--- src/rtl/ixu_bundle_decode_if.sv ---
// rtl/ixu_bundle_decode_if.sv - input/output bundle bus of the IXU bundle decode stage
interface ixu_bundle_decode_if #(
  parameter int LANES = 2,
  parameter int XLEN  = 32,
  parameter int OPW   = 4
);
  logic                  in_valid;
  logic                  in_ready;
  logic [LANES*32-1:0]   in_inst;
  logic                  out_valid;
  logic                  out_ready;
  logic [LANES*OPW-1:0]  out_op;
  logic [LANES*5-1:0]    out_rd;
  logic [LANES*5-1:0]    out_rs1;
  logic [LANES*5-1:0]    out_rs2;
  logic [LANES*XLEN-1:0] out_imm;
  logic [LANES-1:0]      out_is_imm;
  logic [LANES-1:0]      out_is_nop;
  logic [LANES-1:0]      out_illegal;
  logic                  out_any_illegal;

  // Surrounding pipeline: supplies bundles and consumes decoded results
  modport master (
    output in_valid, in_inst, out_ready,
    input  in_ready, out_valid, out_op, out_rd, out_rs1, out_rs2, out_imm,
           out_is_imm, out_is_nop, out_illegal, out_any_illegal
  );

  // Decode stage
  modport slave (
    input  in_valid, in_inst, out_ready,
    output in_ready, out_valid, out_op, out_rd, out_rs1, out_rs2, out_imm,
           out_is_imm, out_is_nop, out_illegal, out_any_illegal
  );
endinterface

--- src/rtl/ixu_bundle_decode.sv ---
// rtl/ixu_bundle_decode.sv - registered multi-lane RV32I ALU decode with 2-entry skid (option: IXU_DEC_PERF_EN)
module ixu_bundle_decode #(
  parameter int LANES = 2,
  parameter int XLEN  = 32,
  parameter int OPW   = 4
) (
  input  logic              clk,
  input  logic              rst_n,
  input  logic              flush,
  ixu_bundle_decode_if.slave bus
`ifdef IXU_DEC_PERF_EN
  ,
  output logic [31:0]       perf_bundles,
  output logic [31:0]       perf_nops,
  output logic [31:0]       perf_illegal
`endif
);

  localparam logic [OPW-1:0] OP_ADD  = OPW'(0);
  localparam logic [OPW-1:0] OP_SUB  = OPW'(1);
  localparam logic [OPW-1:0] OP_XOR  = OPW'(2);
  localparam logic [OPW-1:0] OP_OR   = OPW'(3);
  localparam logic [OPW-1:0] OP_AND  = OPW'(4);
  localparam logic [OPW-1:0] OP_SLL  = OPW'(5);
  localparam logic [OPW-1:0] OP_SRL  = OPW'(6);
  localparam logic [OPW-1:0] OP_SRA  = OPW'(7);
  localparam logic [OPW-1:0] OP_SLT  = OPW'(8);
  localparam logic [OPW-1:0] OP_SLTU = OPW'(9);
  localparam logic [OPW-1:0] OP_INV  = {OPW{1'b1}};

  localparam logic [6:0] OPC_R = 7'b0110011;
  localparam logic [6:0] OPC_I = 7'b0010011;

  typedef struct packed {
    logic [OPW-1:0]  op;
    logic [4:0]      rd;
    logic [4:0]      rs1;
    logic [4:0]      rs2;
    logic [XLEN-1:0] imm;
    logic            is_imm;
    logic            is_nop;
    logic            illegal;
  } lane_t;

  // Single-lane decode; starts from "illegal, raw fields" and clears illegal on a recognised encoding
  function automatic lane_t decode_lane(input logic [31:0] inst);
    lane_t      l;
    logic [6:0] opc;
    logic [2:0] f3;
    logic [6:0] f7;
    opc       = inst[6:0];
    f3        = inst[14:12];
    f7        = inst[31:25];
    l.op      = OP_INV;
    l.rd      = inst[11:7];
    l.rs1     = inst[19:15];
    l.rs2     = inst[24:20];
    l.imm     = '0;
    l.is_imm  = 1'b0;
    l.is_nop  = 1'b0;
    l.illegal = 1'b1;
    if (inst == 32'h0000_0000 || inst == 32'h0000_0013) begin
      l        = '0;
      l.is_nop = 1'b1;
    end else if (opc == OPC_R) begin
      if (f7 == 7'h00) begin
        l.illegal = 1'b0;
        case (f3)
          3'd0:    l.op = OP_ADD;
          3'd1:    l.op = OP_SLL;
          3'd2:    l.op = OP_SLT;
          3'd3:    l.op = OP_SLTU;
          3'd4:    l.op = OP_XOR;
          3'd5:    l.op = OP_SRL;
          3'd6:    l.op = OP_OR;
          default: l.op = OP_AND;
        endcase
      end else if (f7 == 7'h20 && f3 == 3'd0) begin
        l.illegal = 1'b0;
        l.op      = OP_SUB;
      end else if (f7 == 7'h20 && f3 == 3'd5) begin
        l.illegal = 1'b0;
        l.op      = OP_SRA;
      end
    end else if (opc == OPC_I) begin
      l.is_imm  = 1'b1;
      l.rs2     = '0;
      l.imm     = {{(XLEN-12){inst[31]}}, inst[31:20]};
      l.illegal = 1'b0;
      case (f3)
        3'd0: l.op = OP_ADD;
        3'd1: begin
          if (f7 == 7'h00) l.op = OP_SLL;
          else             l.illegal = 1'b1;
        end
        3'd2: l.op = OP_SLT;
        3'd3: l.op = OP_SLTU;
        3'd4: l.op = OP_XOR;
        3'd5: begin
          if (f7 == 7'h00)      l.op = OP_SRL;
          else if (f7 == 7'h20) l.op = OP_SRA;
          else                  l.illegal = 1'b1;
        end
        3'd6:    l.op = OP_OR;
        default: l.op = OP_AND;
      endcase
      if (l.illegal) l.op = OP_INV;
    end
    return l;
  endfunction

  lane_t [LANES-1:0] dec;
  logic              dec_any_ill;
  lane_t [LANES-1:0] out_q, out_d, skid_q, skid_d;
  logic              out_valid_q, out_valid_d;
  logic              skid_valid_q, skid_valid_d;
  logic              in_ready_q, in_ready_d;
  logic              out_any_q, out_any_d;
  logic              skid_any_q, skid_any_d;
  logic              accept, xfer;

  // Decode every lane of the incoming bundle
  always_comb begin
    dec_any_ill = 1'b0;
    for (int i = 0; i < LANES; i++) begin
      dec[i]      = decode_lane(bus.in_inst[32*i +: 32]);
      dec_any_ill = dec_any_ill | dec[i].illegal;
    end
  end

  assign accept = bus.in_valid && in_ready_q && !flush;
  assign xfer   = out_valid_q && bus.out_ready;

  // Next state of output register and skid; flush wins over accept/refill
  always_comb begin
    out_d        = out_q;
    out_any_d    = out_any_q;
    out_valid_d  = out_valid_q;
    skid_d       = skid_q;
    skid_any_d   = skid_any_q;
    skid_valid_d = skid_valid_q;
    if (flush) begin
      out_valid_d  = 1'b0;
      skid_valid_d = 1'b0;
    end else if (!out_valid_q || xfer) begin
      if (skid_valid_q) begin
        out_d        = skid_q;
        out_any_d    = skid_any_q;
        out_valid_d  = 1'b1;
        skid_valid_d = 1'b0;
      end else if (accept) begin
        out_d       = dec;
        out_any_d   = dec_any_ill;
        out_valid_d = 1'b1;
      end else begin
        out_valid_d = 1'b0;
      end
    end else if (accept) begin
      skid_d       = dec;
      skid_any_d   = dec_any_ill;
      skid_valid_d = 1'b1;
    end
    in_ready_d = !skid_valid_d;
  end

  // Stage registers; reset discards anything held
  always_ff @(posedge clk or negedge rst_n) begin
    if (!rst_n) begin
      out_q        <= '0;
      out_any_q    <= 1'b0;
      out_valid_q  <= 1'b0;
      skid_q       <= '0;
      skid_any_q   <= 1'b0;
      skid_valid_q <= 1'b0;
      in_ready_q   <= 1'b1;
    end else begin
      out_q        <= out_d;
      out_any_q    <= out_any_d;
      out_valid_q  <= out_valid_d;
      skid_q       <= skid_d;
      skid_any_q   <= skid_any_d;
      skid_valid_q <= skid_valid_d;
      in_ready_q   <= in_ready_d;
    end
  end

  logic [LANES*OPW-1:0]  op_flat;
  logic [LANES*5-1:0]    rd_flat, rs1_flat, rs2_flat;
  logic [LANES*XLEN-1:0] imm_flat;
  logic [LANES-1:0]      is_imm_flat, is_nop_flat, illegal_flat;

  // Flatten the held bundle onto the lane-packed output buses
  always_comb begin
    op_flat      = '0;
    rd_flat      = '0;
    rs1_flat     = '0;
    rs2_flat     = '0;
    imm_flat     = '0;
    is_imm_flat  = '0;
    is_nop_flat  = '0;
    illegal_flat = '0;
    for (int i = 0; i < LANES; i++) begin
      op_flat[i*OPW +: OPW]    = out_q[i].op;
      rd_flat[i*5 +: 5]        = out_q[i].rd;
      rs1_flat[i*5 +: 5]       = out_q[i].rs1;
      rs2_flat[i*5 +: 5]       = out_q[i].rs2;
      imm_flat[i*XLEN +: XLEN] = out_q[i].imm;
      is_imm_flat[i]           = out_q[i].is_imm;
      is_nop_flat[i]           = out_q[i].is_nop;
      illegal_flat[i]          = out_q[i].illegal;
    end
  end

  assign bus.in_ready        = in_ready_q;
  assign bus.out_valid       = out_valid_q;
  assign bus.out_op          = op_flat;
  assign bus.out_rd          = rd_flat;
  assign bus.out_rs1         = rs1_flat;
  assign bus.out_rs2         = rs2_flat;
  assign bus.out_imm         = imm_flat;
  assign bus.out_is_imm      = is_imm_flat;
  assign bus.out_is_nop      = is_nop_flat;
  assign bus.out_illegal     = illegal_flat;
  assign bus.out_any_illegal = out_any_q;

`ifdef IXU_DEC_PERF_EN
  logic [31:0] nop_cnt, ill_cnt;
  logic [31:0] perf_bundles_q, perf_nops_q, perf_illegal_q;

  // Per-bundle NOP and illegal lane counts of the bundle currently on the output
  always_comb begin
    nop_cnt = '0;
    ill_cnt = '0;
    for (int i = 0; i < LANES; i++) begin
      nop_cnt = nop_cnt + 32'(out_q[i].is_nop);
      ill_cnt = ill_cnt + 32'(out_q[i].illegal);
    end
  end

  // Event counters advance on every output transfer, flush cycle included
  always_ff @(posedge clk or negedge rst_n) begin
    if (!rst_n) begin
      perf_bundles_q <= '0;
      perf_nops_q    <= '0;
      perf_illegal_q <= '0;
    end else if (xfer) begin
      perf_bundles_q <= perf_bundles_q + 32'd1;
      perf_nops_q    <= perf_nops_q + nop_cnt;
      perf_illegal_q <= perf_illegal_q + ill_cnt;
    end
  end

  assign perf_bundles = perf_bundles_q;
  assign perf_nops    = perf_nops_q;
  assign perf_illegal = perf_illegal_q;
`endif

endmodule

--- src/flat_wrapper.sv ---
// flat-port wrapper written by rule: the top's interface ports become plain ports
module ixu_bundle_decode_flat 
#(
  parameter int LANES = 2,
  parameter int XLEN  = 32,
  parameter int OPW   = 4
)
  (clk, rst_n, flush, bus_in_valid, bus_in_inst, bus_out_ready, bus_in_ready, bus_out_valid, bus_out_op, bus_out_rd, bus_out_rs1, bus_out_rs2, bus_out_imm, bus_out_is_imm, bus_out_is_nop, bus_out_illegal, bus_out_any_illegal);
  ixu_bundle_decode_if #(.LANES(LANES), .XLEN(XLEN), .OPW(OPW)) bus_i ();
  input  logic clk;
  input  logic rst_n;
  input  logic flush;
  input wire logic [$bits(bus_i.in_valid)-1:0] bus_in_valid;
  input wire logic [$bits(bus_i.in_inst)-1:0] bus_in_inst;
  input wire logic [$bits(bus_i.out_ready)-1:0] bus_out_ready;
  output wire logic [$bits(bus_i.in_ready)-1:0] bus_in_ready;
  output wire logic [$bits(bus_i.out_valid)-1:0] bus_out_valid;
  output wire logic [$bits(bus_i.out_op)-1:0] bus_out_op;
  output wire logic [$bits(bus_i.out_rd)-1:0] bus_out_rd;
  output wire logic [$bits(bus_i.out_rs1)-1:0] bus_out_rs1;
  output wire logic [$bits(bus_i.out_rs2)-1:0] bus_out_rs2;
  output wire logic [$bits(bus_i.out_imm)-1:0] bus_out_imm;
  output wire logic [$bits(bus_i.out_is_imm)-1:0] bus_out_is_imm;
  output wire logic [$bits(bus_i.out_is_nop)-1:0] bus_out_is_nop;
  output wire logic [$bits(bus_i.out_illegal)-1:0] bus_out_illegal;
  output wire logic [$bits(bus_i.out_any_illegal)-1:0] bus_out_any_illegal;
  assign bus_i.in_valid = bus_in_valid;
  assign bus_i.in_inst = bus_in_inst;
  assign bus_i.out_ready = bus_out_ready;
  assign bus_in_ready = bus_i.in_ready;
  assign bus_out_valid = bus_i.out_valid;
  assign bus_out_op = bus_i.out_op;
  assign bus_out_rd = bus_i.out_rd;
  assign bus_out_rs1 = bus_i.out_rs1;
  assign bus_out_rs2 = bus_i.out_rs2;
  assign bus_out_imm = bus_i.out_imm;
  assign bus_out_is_imm = bus_i.out_is_imm;
  assign bus_out_is_nop = bus_i.out_is_nop;
  assign bus_out_illegal = bus_i.out_illegal;
  assign bus_out_any_illegal = bus_i.out_any_illegal;
  ixu_bundle_decode #(.LANES(LANES), .XLEN(XLEN), .OPW(OPW)) u_core (.clk(clk), .rst_n(rst_n), .flush(flush), .bus(bus_i));
endmodule
--- config.mk ---
export PLATFORM = sky130hd
export DESIGN_NAME = ixu_bundle_decode_flat
export DESIGN_NICKNAME = d
export VERILOG_FILES = /design/src/rtl/ixu_bundle_decode_if.sv /design/src/rtl/ixu_bundle_decode.sv /design/src/flat_wrapper.sv
export SDC_FILE = /design/constraint.sdc
export NUM_CORES = 1
export LEC_CHECK = 0
export ABC_AREA = 1
export BUFFER_PORTS_ARGS = -buffer_cell sky130_fd_sc_hd__buf_2
export CAP_MARGIN = 20
export CORE_ASPECT_RATIO = 1.25
export CORE_MARGIN = 2
export CORE_UTILIZATION = 40
export DETAILED_ROUTE_END_ITERATION = 6
export GPL_TIMING_DRIVEN = 0
export PLACE_DENSITY = 0.7
export REMOVE_ABC_BUFFERS = 1
export SLEW_MARGIN = 20
export SYNTH_ARGS = -nofsm -noshare
export SYNTH_HDL_FRONTEND = slang
export SYNTH_SLANG_ARGS = --single-unit
--- constraint.sdc ---
create_clock -name clk -period 2.35 [get_ports clk]
set_clock_uncertainty 0.15 [all_clocks]
set_input_delay 0.47 -clock clk [delete_from_list [all_inputs] [get_ports clk]]
set_output_delay 0.47 -clock clk [all_outputs]
set_load 0.005 [all_outputs]
Word level (Yosys, flattened, before mapping)
Index checks and enable logic that the tools add are counted.
{"block": "totals", "reg_bits": 221, "in_bits": 69, "word_cells": 154}
{"block": "op_classes", "mux": 71, "n_bitwise": 3, "reduce_logical": 23, "eq_ne": 20}
{"cell": "38-bit two-way mux", "count": 6}
{"cell": "108-bit two-way mux", "count": 2}
{"cell": "4-bit case mux with 7 select lines", "count": 4}
{"cell": "4-bit two-way mux", "count": 20}
{"cell": "32-bit by 5-bit equality test with 1-bit output (second input constant)", "count": 2}
{"cell": "32-bit zero test", "count": 2}
{"cell": "1-bit two-way mux", "count": 35}
{"cell": "7-bit by 6-bit equality test with 1-bit output (second input constant)", "count": 4}
{"cell": "10-bit two-way mux", "count": 2}
{"cell": "3-bit equality test (second input constant)", "count": 6}
{"cell": "7-bit by 5-bit equality test with 1-bit output (second input constant)", "count": 2}
{"cell": "7-bit zero test", "count": 2}
{"cell": "3-bit by 2-bit equality test with 1-bit output (second input constant)", "count": 4}
{"cell": "1-bit logical AND", "count": 7}
{"cell": "3-bit by 1-bit equality test with 1-bit output (second input constant)", "count": 2}
{"cell": "3-bit zero test", "count": 2}
{"cell": "3-bit AND reduction", "count": 2}
{"cell": "1-bit case mux with 2 select lines", "count": 2}
{"cell": "2-bit nonzero test", "count": 2}
{"cell": "1-bit zero test", "count": 3}
{"cell": "1-bit logical OR", "count": 3}
{"cell": "1-bit inverter", "count": 2}
{"cell": "1-bit bitwise OR", "count": 1}

Logic depth before layout (Yosys ltp)
{"block": "logic_depth", "depth_word": 13, "depth_mapped": 12}

Worst setup path after synthesis
No wires, ideal clock.
{"block": "synth_path", "path_type": "input to register", "from": "in bus_in_inst[57]", "to": "reg u_core.out_q (netlist bit u_core.bus.out_op[5])", "required_ns": 2.084, "cell_stages": 11, "path_buffers": 1, "slack_ns": 0.747, "arrival_ns": 1.337, "path_cell_list": "nor2_1 -> nand2_1 -> inv_2 -> nand2_2 -> nor2_4 -> nand3_4 -> buf_6 -> nand3_2 -> nand2_1 -> nand2_1 -> nand2_1"}
{"block": "synth_via", "elab_chain_cells": 13, "word_cells_on_any_way": 24, "cone_classes": "eq/ne: 2; mux: 18; reduce/logical: 4"}
{"item": "start, declared", "line": "flat_wrapper.sv:14", "rtl": "input wire logic [$bits(bus_i.in_inst)-1:0] bus_in_inst;"}
{"item": "7-bit by 6-bit equality test with 1-bit output", "line": "ixu_bundle_decode.sv:78, ixu_bundle_decode.sv:101"}
{"item": "1-bit two-way mux", "line": "ixu_bundle_decode.sv:101", "rtl": "else if (f7 == 7'h20) l.op = OP_SRA;"}
{"item": "1-bit two-way mux", "line": "ixu_bundle_decode.sv:100", "rtl": "if (f7 == 7'h00) l.op = OP_SRL;"}
{"item": "1-bit case mux with 2 select lines", "line": "ixu_bundle_decode.sv:90", "rtl": "case (f3)"}
{"item": "1-bit two-way mux", "line": "ixu_bundle_decode.sv:85", "rtl": "end else if (opc == OPC_I) begin"}
{"item": "1-bit two-way mux", "line": "ixu_bundle_decode.sv:65", "rtl": "end else if (opc == OPC_R) begin"}
{"item": "1-bit two-way mux", "line": "ixu_bundle_decode.sv:62", "rtl": "if (inst == 32'h0000_0000 || inst == 32'h0000_0013) begin"}
{"item": "4-bit two-way mux", "line": "ixu_bundle_decode.sv:107", "rtl": "if (l.illegal) l.op = OP_INV;"}
{"item": "4-bit two-way mux", "line": "ixu_bundle_decode.sv:85"}
{"item": "4-bit two-way mux", "line": "ixu_bundle_decode.sv:65"}
{"item": "4-bit two-way mux *", "line": "ixu_bundle_decode.sv:62"}
{"item": "108-bit two-way mux *", "line": "ixu_bundle_decode.sv:151", "rtl": "end else if (accept) begin"}
{"item": "108-bit two-way mux *", "line": "ixu_bundle_decode.sv:146", "rtl": "if (skid_valid_q) begin"}
{"item": "end signal, assigned", "line": "ixu_bundle_decode.sv:177", "rtl": "out_q <= out_d;"}
{"item": "end, declared", "line": "ixu_bundle_decode.sv:114", "rtl": "lane_t [LANES-1:0] out_q, out_d, skid_q, skid_d;"}
Every way passes the cells marked *; elsewhere a longest branch is shown, timed or not. The select of a mux whose other input is x is not followed.
A chain may end at the register's enable or synchronous reset.

Worst setup path in the final report
{"block": "layout_path", "from": "reg u_core.skid_valid_q", "to": "reg u_core.out_q (netlist bit u_core.bus.out_op[6])"}
{"block": "layout_via", "elab_chain_cells": 2, "word_cells_on_any_way": 3, "cone_classes": "mux: 1; reduce/logical: 2"}
{"item": "start, declared", "line": "ixu_bundle_decode.sv:116", "rtl": "logic skid_valid_q, skid_valid_d;"}
{"item": "start signal, assigned", "line": "ixu_bundle_decode.sv:182", "rtl": "skid_valid_q <= skid_valid_d;"}
{"item": "2-bit nonzero test (no line)"}
{"item": "3-bit AND reduction (no line)"}
Parallel ways exist; a longest one is shown, timed or not.

==> results.yml <==
worst_setup_path:
  cp.required_ns: 2.50
  endpoint: "u_core.bus.out_op[6]"
  timing.reg2reg.setup_slack_ns: 0.14
  r2r_end: "u_core.bus.out_op[6]"
  crit_fanout: 47
  slowest_stage: "dfrtp_4"
  start_kind: "flop"
  critPathArrivalTime_ns: 2.36
  critPathMaxStageDelay_ns: 0.51
  cp-startpoint: "u_core.skid_valid_q"
  crit_path_end_kind: "flop"
  critPathBufInv: 4
  crit_type: "flop to flop"
  cp_common_cell: "buf_16"
  cp_num_cells: 8
  r2r-start: "u_core.skid_valid_q"
  rr_worst_depth: 8
  cpLargestDelayFamily: "buffers and inverters"
  cp_cell_sequence: "buf_16, inv_16, nand2_2, nand3_4, buf_16, inv_12, or2_1, a21boi_0"
yosys:
  ys_seq_elements: 141
  synth_cell_types: 36
  syn-cell-area_sq_um: 7110
  yosys_warnings: 0
  avgSynthCellArea_sq_um: 7.94
  async_flop_share_pct: 100
  synth_edf_count: 0
  synth_cells: 895
  synth_seq_area_share_pct: 49.6
  ys.flop_type: "dfrtp_1"
grt:
  antenna_found_initial: 0
  grt_start_max_net_pins: 78
  track_usage_pct: 20.8
  grt_pass1_vias: 5922
  grt_first_pass_wirelength_um: 30600
  grt_overflow: 0
power_and_ir_drop:
  power_frac_seq_pct: 44.2
  p_sw_share_pct: 26.7
  p_switching_uw: 1810
  vdd_drop_max_mv: 0.407
  p_leak_uw: 0.00460
  power_frac_comb_pct: 14.8
  p_int_uw: 4960
  pwr_density_cell_nw_per_um2: 784
  p_total_uw: 6770
  clkPwrFrac_pct: 41.1
timing:
  fin_setup_tns_ns: 0
  setup_viol: 0
  max_freq_ghz: 0.452
  hold_viol: 0
  rsz0062_at_grt: "false"
  slew_viol_final: 0
  tightestPinTransition_ns: 1.08
  relSlewSlack_pct: 27.4
  min_period_over_period_pct: 94.0
  period_minus_slack_ns: 2.21
layout:
  layout.nets: 1091
  fin_cells: 1259
  area_growth_pct: 21.5
  diodes: 0
  seq_area_sq_um: 3530
  multiInputGateArea_sq_um: 2830
  fillers: 1687
  drive_gt1_share_pct: 24.5
placed_design:
  dpl.hpwl_um: 11500
  dpl.cell_count: 1214
  globalplace.congestion: 0.833
  port_buffers: 179
clock_network:
  cts_tree: "built"
  cts_num_sinks: 141
  numCtsBuffers: 17
  clockBufferDepth: 2
  path_clk_slew_ns: 0.06
  clk_latency_ns: 0.42
  cts.htree.levels: 4
  clockRootBuffer: "clkbuf_16"
die:
  core_region_area_sq_um: 17400
  start_util_pct: 40.8
  die_width_um: 123
  die_area_sq_um: 18900
  rows: 54
  dieHeight_um: 153
  io_pins: 180
drt:
  num_vias: 6403
  wire_per_inst_um: 15.4
  drt-pass1-iter-count: 5
  drtAntennaViolNets: 0
  finalWirelength_um: 19500
  drc: 0
  drtIter0Drc: 499
  avgViaCountPerCell: 5.09
status:
  status: "complete, no violations"
hold_path:
  hold_path.class: "primary input to flop"
flow_run:
  drv_cap: 0
[metrics by stage]
stage	hold WS, ns	worst slack, ns	utilization [%]	area [sq um]
after floorplan	0.0244	-2.14	-	6550
after global placement	0.300	-5.05	44.3	7730
after detailed placement	0.303	-1.30	45.1	7860
after CTS	0.121	0.0411	49.2	8580
after global routing	0.134	0.0213	49.6	8640
final	0.142	0.140	49.6	8640
[logic make-up (layout without fill, tap and decap cells)]
group | count (synthesis) | after routing | share of synthesized area, %
buffers and inverters | 149 | 287 | 11.0
AND/OR/NAND/NOR | 406 | 408 | 24.2
AO/OA/AOI/OAI | 199 | 199 | 15.2
flip-flops | 141 | 141 | 49.6
[layout by cell type, fill, tap and decap left out, types with 17 or more instances in the layout]
cell	n
clkbuf_16	17
inv_1	53
o21ai_1	20
dfrtp_1	139
nand3_1	25
nand2_1	257
o21ai_0	108
buf_2	178
a21oi_1	43
nor2_1	89
[how the worst min path moves through the flow]
| stage | from | end | slack [ns] | cells after the start |
|---|---|---|---|---|
| 6_report | bus_in_inst[11] | u_core.skid_q[49] | 0.14 | 3 |
| 5_1_grt | bus_in_inst[9] | u_core.skid_q[47] | 0.13 | 3 |
| 4_1_cts | bus_in_inst[15] | u_core.skid_q[40] | 0.12 | 3 |
| 3_5_place_dp | u_core.skid_q[46] | u_core.skid_q[46] | 0.30 | 2 |
| 3_3_place_gp | u_core.skid_q[46] | u_core.skid_q[46] | 0.30 | 2 |
| 2_1_floorplan | rst_n | u_core.bus.out_any_illegal | 0.02 | 0 |
[final cells by class]
type | count | area share (%)
clock inverter | 9 | 1.61
timing repair inverter | 1 | 0.101
clock buffer | 23 | 5.42
tap | 224 | 3.24
timing repair buffer | 193 | 13.0
sequential | 141 | 40.9
inverter | 61 | 3.01
multi-input combinational | 607 | 32.7
[power groups by stage]
stage,clock network (uW),logic [uW],registers [uW]
global placement,0,927,3020
detailed placement,0,968,3030
finish,2780,999,2990
floorplan,0,436,3030
global route,2930,1140,3030
CTS,2830,1010,2990
[cell usage after synthesis, types with 2 or more instances]
master	count	area, sq um
o211ai_1	7	52.6
buf_6	4	45.0
inv_1	53	199
o31ai_1	2	15.0
o21ai_0	108	541
buf_2	11	55.1
inv_2	8	30.0
o21a_1	7	52.6
clkbuf_1	21	78.8
buf_1	3	11.3
nand3b_1	3	22.5
dfrtp_1	140	3500
o21ai_1	20	100
a21oi_1	43	215
nand3_2	5	50.1
nand2_1	259	972
nor3_2	2	20.0
nor2_4	3	33.8
a2bb2oi_1	8	70.1
nand2_2	4	25.0
nand4_1	8	50.1
nand3_1	25	125
nor2_1	89	334
nor3_1	3	15.0
buf_4	48	360
[registers in the layout, summed over array words and instances, names as in the netlist]
name,count
u_core.bus.out_is_nop,2
u_core.bus.out_rs1,10
u_core.bus.out_illegal,2
u_core.skid_any_q,1
u_core.bus.in_ready,1
u_core.skid_valid_q,1
u_core.bus.out_any_illegal,1
u_core.bus.out_op,8
u_core.bus.out_valid,1
u_core.bus.out_rd,10
u_core.bus.out_is_imm,2
u_core.bus.out_imm,24
u_core.bus.out_rs2,10
u_core.skid_q,68
[routing by layer]
layer	vias up	wire length, um	track usage, %
met5	-	0	0
met4	0	426	8.82
met2	218	9730	34.5
li1	3109	-	-
met1	3045	8280	26.2
met3	31	1020	4.07
[timing repair]
action | CTS | global route
cloned | 3 | 1
hold buffers | 1 | 0
endpoints found under the setup margin | 70 | 22
gates resized for setup | 9 | 2
buffers inserted | 3 | 5
hold endpoints to repair | 63 | 0
pin swaps | 1 | 1
[worst register-to-register path: stages, from the launching register on]
cell	delay, ns
dfrtp_4	0.51
buf_16	0.20
inv_16	0.20
nand2_2	0.17
nand3_4	0.15
buf_16	0.21
inv_12	0.15
or2_1	0.23
a21boi_0	0.12
Power figures use the tool's default switching activity.
